===== src/rtl/panda_id_stage.sv =====
// Panda RV32I decode stage: register file, immediate generation, control decode,
// load-use hazard detection and the ID/EX pipeline register.

package panda_pkg;

    typedef struct packed {
        logic [31:0] instr;
        logic [31:0] pc;
        logic [31:0] pc_inc;
    } if_id_t;

    typedef enum logic [3:0] {
        ALU_ADD    = 4'd0,
        ALU_SUB    = 4'd1,
        ALU_SLL    = 4'd2,
        ALU_SLT    = 4'd3,
        ALU_SLTU   = 4'd4,
        ALU_XOR    = 4'd5,
        ALU_SRL    = 4'd6,
        ALU_SRA    = 4'd7,
        ALU_OR     = 4'd8,
        ALU_AND    = 4'd9,
        ALU_PASS_B = 4'd10
    } alu_op_e;

    typedef struct packed {
        logic        valid;
        logic [31:0] pc;
        logic [31:0] pc_inc;
        logic [4:0]  rs1_addr;
        logic [4:0]  rs2_addr;
        logic [4:0]  rd_addr;
        logic [31:0] rs1_data;
        logic [31:0] rs2_data;
        logic [31:0] imm;
        logic [3:0]  alu_op;
        logic [2:0]  funct3;
        logic        alu_src_imm;
        logic        alu_src_pc;
        logic        reg_we;
        logic        mem_re;
        logic        mem_we;
        logic        branch;
        logic        jump;
        logic        jalr;
        logic        illegal;
    } id_ex_t;

    localparam logic [6:0] OPC_LUI      = 7'b0110111;
    localparam logic [6:0] OPC_AUIPC    = 7'b0010111;
    localparam logic [6:0] OPC_JAL      = 7'b1101111;
    localparam logic [6:0] OPC_JALR     = 7'b1100111;
    localparam logic [6:0] OPC_BRANCH   = 7'b1100011;
    localparam logic [6:0] OPC_LOAD     = 7'b0000011;
    localparam logic [6:0] OPC_STORE    = 7'b0100011;
    localparam logic [6:0] OPC_OP_IMM   = 7'b0010011;
    localparam logic [6:0] OPC_OP       = 7'b0110011;
    localparam logic [6:0] OPC_MISC_MEM = 7'b0001111;
    localparam logic [6:0] OPC_SYSTEM   = 7'b1110011;

endpackage

module panda_id_stage
    import panda_pkg::*;
#(
    parameter int          RegCount = 32,
    parameter logic [31:0] ResetPc  = 32'h0000_0000
) (
    input  logic        clk_i,
    input  logic        rst_ni,
    input  if_id_t      if_id_i,
    input  logic        flush_i,
    input  logic        wb_we_i,
    input  logic [4:0]  wb_addr_i,
    input  logic [31:0] wb_data_i,
    output logic        stall_o,
    output id_ex_t      id_ex_o
);

    logic [31:0] instr;
    logic [6:0]  opcode;
    logic [2:0]  funct3;
    logic [6:0]  funct7;
    logic [4:0]  rs1_addr;
    logic [4:0]  rs2_addr;
    logic [4:0]  rd_field;

    assign instr    = if_id_i.instr;
    assign opcode   = instr[6:0];
    assign funct3   = instr[14:12];
    assign funct7   = instr[31:25];
    assign rs1_addr = instr[19:15];
    assign rs2_addr = instr[24:20];
    assign rd_field = instr[11:7];

    // ---------------- register file ----------------
    logic [31:0] rf_q [RegCount];
    logic [31:0] rs1_data;
    logic [31:0] rs2_data;

    // NOTE: the register file must read as zero after reset, so it is built from
    // resettable flops; a RAM macro would need an explicit clearing sequence instead.
    always_ff @(posedge clk_i or negedge rst_ni) begin
        if (!rst_ni) begin
            for (int i = 0; i < RegCount; i++) begin
                rf_q[i] <= '0;
            end
        end else if (wb_we_i && (wb_addr_i != 5'd0)) begin
            // NOTE: non-blocking assignment so every flop samples pre-edge values.
            rf_q[wb_addr_i] <= wb_data_i;
        end
    end

    // A nonzero read address matching wb_addr_i implies the write is not to x0.
    assign rs1_data = (rs1_addr == 5'd0)                     ? 32'd0     :
                      (wb_we_i && (wb_addr_i == rs1_addr))   ? wb_data_i :
                                                               rf_q[rs1_addr];
    assign rs2_data = (rs2_addr == 5'd0)                     ? 32'd0     :
                      (wb_we_i && (wb_addr_i == rs2_addr))   ? wb_data_i :
                                                               rf_q[rs2_addr];

    // ---------------- immediates ----------------
    logic [31:0] imm_i, imm_s, imm_b, imm_u, imm_j;

    assign imm_i = {{20{instr[31]}}, instr[31:20]};
    assign imm_s = {{20{instr[31]}}, instr[31:25], instr[11:7]};
    assign imm_b = {{19{instr[31]}}, instr[31], instr[7], instr[30:25], instr[11:8], 1'b0};
    assign imm_u = {instr[31:12], 12'b0};
    assign imm_j = {{11{instr[31]}}, instr[31], instr[19:12], instr[20], instr[30:21], 1'b0};

    function automatic alu_op_e alu_from_funct3(input logic [2:0] f3, input logic alt);
        case (f3)
            3'b000:  return alt ? ALU_SUB : ALU_ADD;
            3'b001:  return ALU_SLL;
            3'b010:  return ALU_SLT;
            3'b011:  return ALU_SLTU;
            3'b100:  return ALU_XOR;
            3'b101:  return alt ? ALU_SRA : ALU_SRL;
            3'b110:  return ALU_OR;
            default: return ALU_AND;
        endcase
    endfunction

    // ---------------- control decode ----------------
    logic [31:0] imm;
    alu_op_e     alu_op;
    logic        alu_src_imm, alu_src_pc;
    logic        reg_we, mem_re, mem_we, branch, jump, jalr, illegal;
    logic        rs1_used, rs2_used;

    always_comb begin
        // NOTE: every output gets a default first so no path leaves a latch behind.
        imm         = 32'd0;
        alu_op      = ALU_ADD;
        alu_src_imm = 1'b0;
        alu_src_pc  = 1'b0;
        reg_we      = 1'b0;
        mem_re      = 1'b0;
        mem_we      = 1'b0;
        branch      = 1'b0;
        jump        = 1'b0;
        jalr        = 1'b0;
        illegal     = 1'b0;
        rs1_used    = 1'b0;
        rs2_used    = 1'b0;

        if (instr[1:0] != 2'b11) begin
            illegal = 1'b1;
        end else begin
            case (opcode)
                OPC_LUI: begin
                    imm = imm_u; alu_op = ALU_PASS_B; alu_src_imm = 1'b1; reg_we = 1'b1;
                end
                OPC_AUIPC: begin
                    imm = imm_u; alu_src_imm = 1'b1; alu_src_pc = 1'b1; reg_we = 1'b1;
                end
                OPC_JAL: begin
                    imm = imm_j; alu_src_imm = 1'b1; alu_src_pc = 1'b1;
                    reg_we = 1'b1; jump = 1'b1;
                end
                OPC_JALR: begin
                    imm = imm_i; alu_src_imm = 1'b1; reg_we = 1'b1;
                    jump = 1'b1; jalr = 1'b1; rs1_used = 1'b1;
                end
                OPC_BRANCH: begin
                    imm = imm_b; alu_op = ALU_SUB; branch = 1'b1;
                    rs1_used = 1'b1; rs2_used = 1'b1;
                end
                OPC_LOAD: begin
                    imm = imm_i; alu_src_imm = 1'b1; reg_we = 1'b1; mem_re = 1'b1;
                    rs1_used = 1'b1;
                end
                OPC_STORE: begin
                    imm = imm_s; alu_src_imm = 1'b1; mem_we = 1'b1;
                    rs1_used = 1'b1; rs2_used = 1'b1;
                end
                OPC_OP_IMM: begin
                    imm = imm_i; alu_src_imm = 1'b1; reg_we = 1'b1; rs1_used = 1'b1;
                    alu_op = alu_from_funct3(funct3, (funct3 == 3'b101) && instr[30]);
                    if ((funct3 == 3'b001) && (funct7 != 7'b0000000)) illegal = 1'b1;
                    if ((funct3 == 3'b101) && (funct7 != 7'b0000000) &&
                        (funct7 != 7'b0100000)) illegal = 1'b1;
                end
                OPC_OP: begin
                    reg_we = 1'b1; rs1_used = 1'b1; rs2_used = 1'b1;
                    alu_op = alu_from_funct3(funct3, instr[30]);
                    if (!((funct7 == 7'b0000000) ||
                          ((funct7 == 7'b0100000) &&
                           ((funct3 == 3'b000) || (funct3 == 3'b101))))) illegal = 1'b1;
                end
                OPC_MISC_MEM, OPC_SYSTEM: begin
                end
                default: illegal = 1'b1;
            endcase
        end

        if (illegal) begin
            reg_we = 1'b0;
            mem_re = 1'b0;
            mem_we = 1'b0;
            branch = 1'b0;
            jump   = 1'b0;
            jalr   = 1'b0;
        end
    end

    // ---------------- hazard and ID/EX register ----------------
    id_ex_t id_ex_q;
    id_ex_t id_ex_d;

    assign stall_o = id_ex_q.valid && id_ex_q.mem_re && (id_ex_q.rd_addr != 5'd0) &&
                     ((rs1_used && (rs1_addr == id_ex_q.rd_addr)) ||
                      (rs2_used && (rs2_addr == id_ex_q.rd_addr)));

    always_comb begin
        id_ex_d             = '0;
        id_ex_d.valid       = 1'b1;
        id_ex_d.pc          = if_id_i.pc;
        id_ex_d.pc_inc      = if_id_i.pc_inc;
        id_ex_d.rs1_addr    = rs1_addr;
        id_ex_d.rs2_addr    = rs2_addr;
        id_ex_d.rd_addr     = reg_we ? rd_field : 5'd0;
        id_ex_d.rs1_data    = rs1_data;
        id_ex_d.rs2_data    = rs2_data;
        id_ex_d.imm         = imm;
        id_ex_d.alu_op      = alu_op;
        id_ex_d.funct3      = funct3;
        id_ex_d.alu_src_imm = alu_src_imm;
        id_ex_d.alu_src_pc  = alu_src_pc;
        id_ex_d.reg_we      = reg_we;
        id_ex_d.mem_re      = mem_re;
        id_ex_d.mem_we      = mem_we;
        id_ex_d.branch      = branch;
        id_ex_d.jump        = jump;
        id_ex_d.jalr        = jalr;
        id_ex_d.illegal     = illegal;

        // Flush wins over stall, but both produce the same bubble.
        if (flush_i || stall_o) begin
            id_ex_d.valid   = 1'b0;
            id_ex_d.rd_addr = 5'd0;
            id_ex_d.reg_we  = 1'b0;
            id_ex_d.mem_re  = 1'b0;
            id_ex_d.mem_we  = 1'b0;
            id_ex_d.branch  = 1'b0;
            id_ex_d.jump    = 1'b0;
            id_ex_d.jalr    = 1'b0;
            id_ex_d.illegal = 1'b0;
        end
    end

    always_ff @(posedge clk_i or negedge rst_ni) begin
        if (!rst_ni) begin
            id_ex_q        <= '0;
            id_ex_q.pc     <= ResetPc;
            id_ex_q.pc_inc <= ResetPc;
        end else begin
            id_ex_q <= id_ex_d;
        end
    end

    assign id_ex_o = id_ex_q;

endmodule

===== config.mk =====
export PLATFORM = sky130hd
export DESIGN_NAME = panda_id_stage
export DESIGN_NICKNAME = d
export VERILOG_FILES = /design/src/rtl/panda_id_stage.sv
export SDC_FILE = /design/constraint.sdc
export NUM_CORES = 2
export LEC_CHECK = 0
export BUFFER_PORTS_ARGS = -buffer_cell sky130_fd_sc_hd__buf_2
export CAP_MARGIN = 20
export CORE_MARGIN = 2
export CORE_UTILIZATION = 55
export CTS_CLUSTER_DIAMETER = 60
export CTS_CLUSTER_SIZE = 25
export DETAILED_ROUTE_END_ITERATION = 10
export HOLD_SLACK_MARGIN = 0.03
export PLACE_DENSITY = 0.73
export RECOVER_POWER = 50
export SLEW_MARGIN = 0
export SYNTH_ARGS = -nofsm -noshare
export SYNTH_HDL_FRONTEND = slang
export SYNTH_SLANG_ARGS = --single-unit

===== constraint.sdc =====
create_clock -name clk_i -period 2.8 [get_ports clk_i]
set_clock_uncertainty 0.15 [all_clocks]
set_input_delay 0.28 -clock clk_i [delete_from_list [all_inputs] [get_ports clk_i]]
set_output_delay 0.28 -clock clk_i [all_outputs]
set_load 0.02 [all_outputs]

==> reports/results.tsv <==
metric	value	unit
r2r startpoint	id_ex_o[114]$_DFF_PN0_	
CTS root buf	clkbuf_16	
ys async rst share	100	%
clock period minus worst slack	2.76	ns
Routed Antenna Nets	0	
CP startpoint kind	input port	
post-route setup slack	0.0397	ns
initial antenna violation count	12	
total power	48300	uW
CP Depth	5	
design area	70500	um2
Worst Setup EP	rf_q[974]$_DFFE_PN0P_	
RSZ-0062 raised after global routing	no	
Max transition margin	-47.8	%
placed cell areas	65100	um2
final setup vio count	0	
io pins	330	
post-synthesis register bit count	1216	
Max Slew Vio Count	166	
buffer and inverter count on the worst path	2	
VDD IR max	0.551	mV
flop2flop setup slack	0.24	ns
core area	109000	um2
post-route setup TNS	0	ns
site row count	121	
Arr. time, crit path	3.18	ns
Comb power frac	19.6	%
Initial Utilization	55.5	%
largest net degree at the start of global routing	128	
sequential element share of the synthesized area	50.3	%
Iter 0 DRT Violations	5123	
clock latency on the worst-skew pair	0.72	ns
CP Cell Sequence	clkbuf_1, nor3_1, nand2_2, clkbuf_2, mux2_2	
CP required	3.22	ns
Reg2Reg Depth	6	
GRT Overall Usage	35.9	%
Worst Setup SP	wb_addr_i[2]	
mean post-synth cell area	14.7	um2
post-DR wirelength/cell	33.5	um
pre-CTS setup slack	0.138	ns
Max stage delay on crit path	1.58	ns
DRT Wirelength	201000	um
via/cell ratio	7.03	
synthesized area	60500	um2
Post-synth EDFFs	0	
Setup Fix Bufs, Post-CTS	0	
status	finished with violations	
grt total ovfl	0	
Worst Tran Pin Value	2.22	ns
Int Power	34000	uW
crit end category	register	
Leakage	0.0316	uW
IO buf count	329	
vias in the first global route	43200	
# clock sinks	1216	
max-cap viol count	5	
switching portion of total power	29.7	%
clock network fraction of design power	32.9	%
die height	336	um
reg2reg end	id_ex_o[115]$_DFF_PN0_	
share of cells above drive strength 1	47.3	%
HP Class	input port to register	
Sw Pwr	14400	uW
CTS clock-pin slew for the worst setup and hold paths	0.09	ns
via count	42300	
GPL Wtd Cong	0.888	
drt pass-1 iters	5	
Final Cycle Share	98.6	%
Syn Nets	4257	
total CTS buffers	103	
Fmax achieved	0.362	GHz
first-pass GRT wire length	295000	um
slowest stage cell, crit path	clkbuf_2	
area delta synth->final	16.5	%
largest fanout on the critical path	32	
CTS tree	yes	
synth unique cells	65	
Clock Path Buffers	3	
Final Hold Violating Endpoints	0	
Worst path top cell family by delay	buffers and inverters	
layout net count	4652	
DP HPWL	117000	um
Primary FF master, synth	dfrtp_1	
DRC viols	0	
Crit Path Class	input port to register	
area of the die	113000	um2
Synth Instances	4120	
cell area power density	686	nW/um2
die span in x	336	um
utilization after layout	64.6	%
Yosys Warn Count	0	
failing checks	max-capacitance violations, max-slew violations	
Seq pwr share	47.5	%
H-tree depth	3	
-- layout make-up --
cell class | instances | area, um2
inverters | 6 | 22.5
clock inverters | 86 | 1130
well taps | 1414 | 1770
clock buffers | 107 | 2640
flip-flops and latches | 1216 | 30400
repair buffers | 750 | 6240
diodes | 5 | 12.5
fillers | 7797 | 38500
multi-input cells | 2438 | 28200
-- worst min-delay path by stage --
stage | startpoint | depth (start not counted) | end | slack [ns]
6_report | if_id_i[26] | 2 | id_ex_o[153]$_DFF_PN0_ | 0.06
5_1_grt | if_id_i[26] | 2 | id_ex_o[153]$_DFF_PN0_ | 0.05
4_1_cts | if_id_i[25] | 2 | id_ex_o[152]$_DFF_PN0_ | 0.03
3_5_place_dp | rst_ni | 1 | rf_q[589]$_DFFE_PN0P_ | 0.07
3_3_place_gp | rst_ni | 1 | rf_q[589]$_DFFE_PN0P_ | 0.07
2_1_floorplan | rst_ni | 0 | id_ex_o[0]$_DFF_PN0_ | -0.17
-- cell families (layout without fill, tap and decap cells) --
kind of cell | after synthesis | in the layout | synth area share (%)
muxes | 1653 | 1653 | 37.5
DFF | 1216 | 1216 | 50.3
AOI/OAI and AO/OA | 503 | 503 | 6.31
other | 0 | 5 | 0
and+or+nand+nor | 261 | 261 | 2.20
buffers and inverters | 466 | 949 | 3.40
xor gates and xnor gates | 21 | 21 | 0.304
-- metal layers --
| metal | global-route usage (%) | routed length (um) | part of all wire, % |
|---|---|---|---|
| met5 | 0 | 59 | 0.029 |
| met4 | 16.3 | 10600 | 5.3 |
| met3 | 9.77 | 22400 | 11 |
| met2 | 53.4 | 90100 | 45 |
| met1 | 49.5 | 78300 | 39 |
-- cells in the mapped netlist (5+ instances only) --
cell type  number  area [um2]
clkbuf_1      259         972
nand2b_1       12        75.1
buf_1          59         221
buf_6           6        67.6
nand2_1        71         267
mux2i_1       254        2540
inv_1           6        22.5
a221oi_1        7        61.3
xor2_1          8        70.1
a21boi_0        5        37.5
a21oi_1        64         320
mux2_2       1003       11300
mux2_1         10         113
and2_1         11        68.8
nand3b_1        7        52.6
nor2_1         50         188
nand3_1        36         180
o22ai_1        51         319
mux4_2        379        8540
a211oi_1       45         338
dfrtp_1      1216       30400
o21ai_0        22         110
or3b_1          5        43.8
buf_4          31         233
a22o_1         62         543
nor2b_1        23         144
a22oi_1        83         623
nor3b_1         6        45.0
nor4_1         11        68.8
a21o_1         20         150
o221ai_1       68         596
a311oi_1       20         175
buf_2         104         521
a32o_1         34         340
xnor2_1        13         114
mux4_1          7         184
nor3_1          6        30.0
-- sequential cells by signal, summed over array words and instances (netlist names) --
name and count:
id_ex_o 192, rf_q 1024
-- power groups by stage --
stage | registers [uW] | clock network [uW] | logic [uW]
after floorplan | 22500 | 0 | 6540
after global placement | 22900 | 0 | 8920
after detailed placement | 23100 | 0 | 9170
after CTS | 22800 | 16100 | 9430
after global routing | 23200 | 16800 | 10100
final | 23000 | 15900 | 9470
-- placed cells by master (no fill, tap or decap), types with 17 or more instances in the layout --
master and count:
a21o_1 20, mux4_2 379, a21oi_1 64, o22ai_1 51
buf_4 131, a22o_1 62, nor2b_1 17, mux2_2 1003
dlygate4sd3_1 176, inv_6 20, clkinv_8 18, buf_2 309
o21ai_0 22, a22oi_1 83, mux2i_1 254, a211oi_1 45
buf_12 82, nor2_4 18, clkbuf_1 21, nand2_1 59
o221ai_1 68, dfrtp_1 1216, a311oi_1 20, clkbuf_16 104
nor2_1 32, clkbuf_2 22, nand3_1 36, a32o_1 34
-- metrics by stage --
step                std cells  hold slack [ns]
global placement         5647           0.0703
finish                   6022           0.0571
global route             6020           0.0463
CTS                      6017           0.0304
detailed placement       5647           0.0688
floorplan                4120           -0.166
-- worst register-to-register path, delay by kind of cell (launching register included) --
kind | cells | cell delay [ns]
flip-flops | 1 | 0.44
AO/OA/AOI/OAI | 2 | 0.31
AND/OR/NAND/NOR | 2 | 0.81
buffers and inverters | 2 | 0.79
-- what timing repair did --
item / in CTS / in global routing
gates resized for setup: 0 / 4
hold buffers: 177 / 0
setup endpoints to repair: 0 / 2
hold endpoints to repair: 1428 / 0
Power figures use the tool's default switching activity.
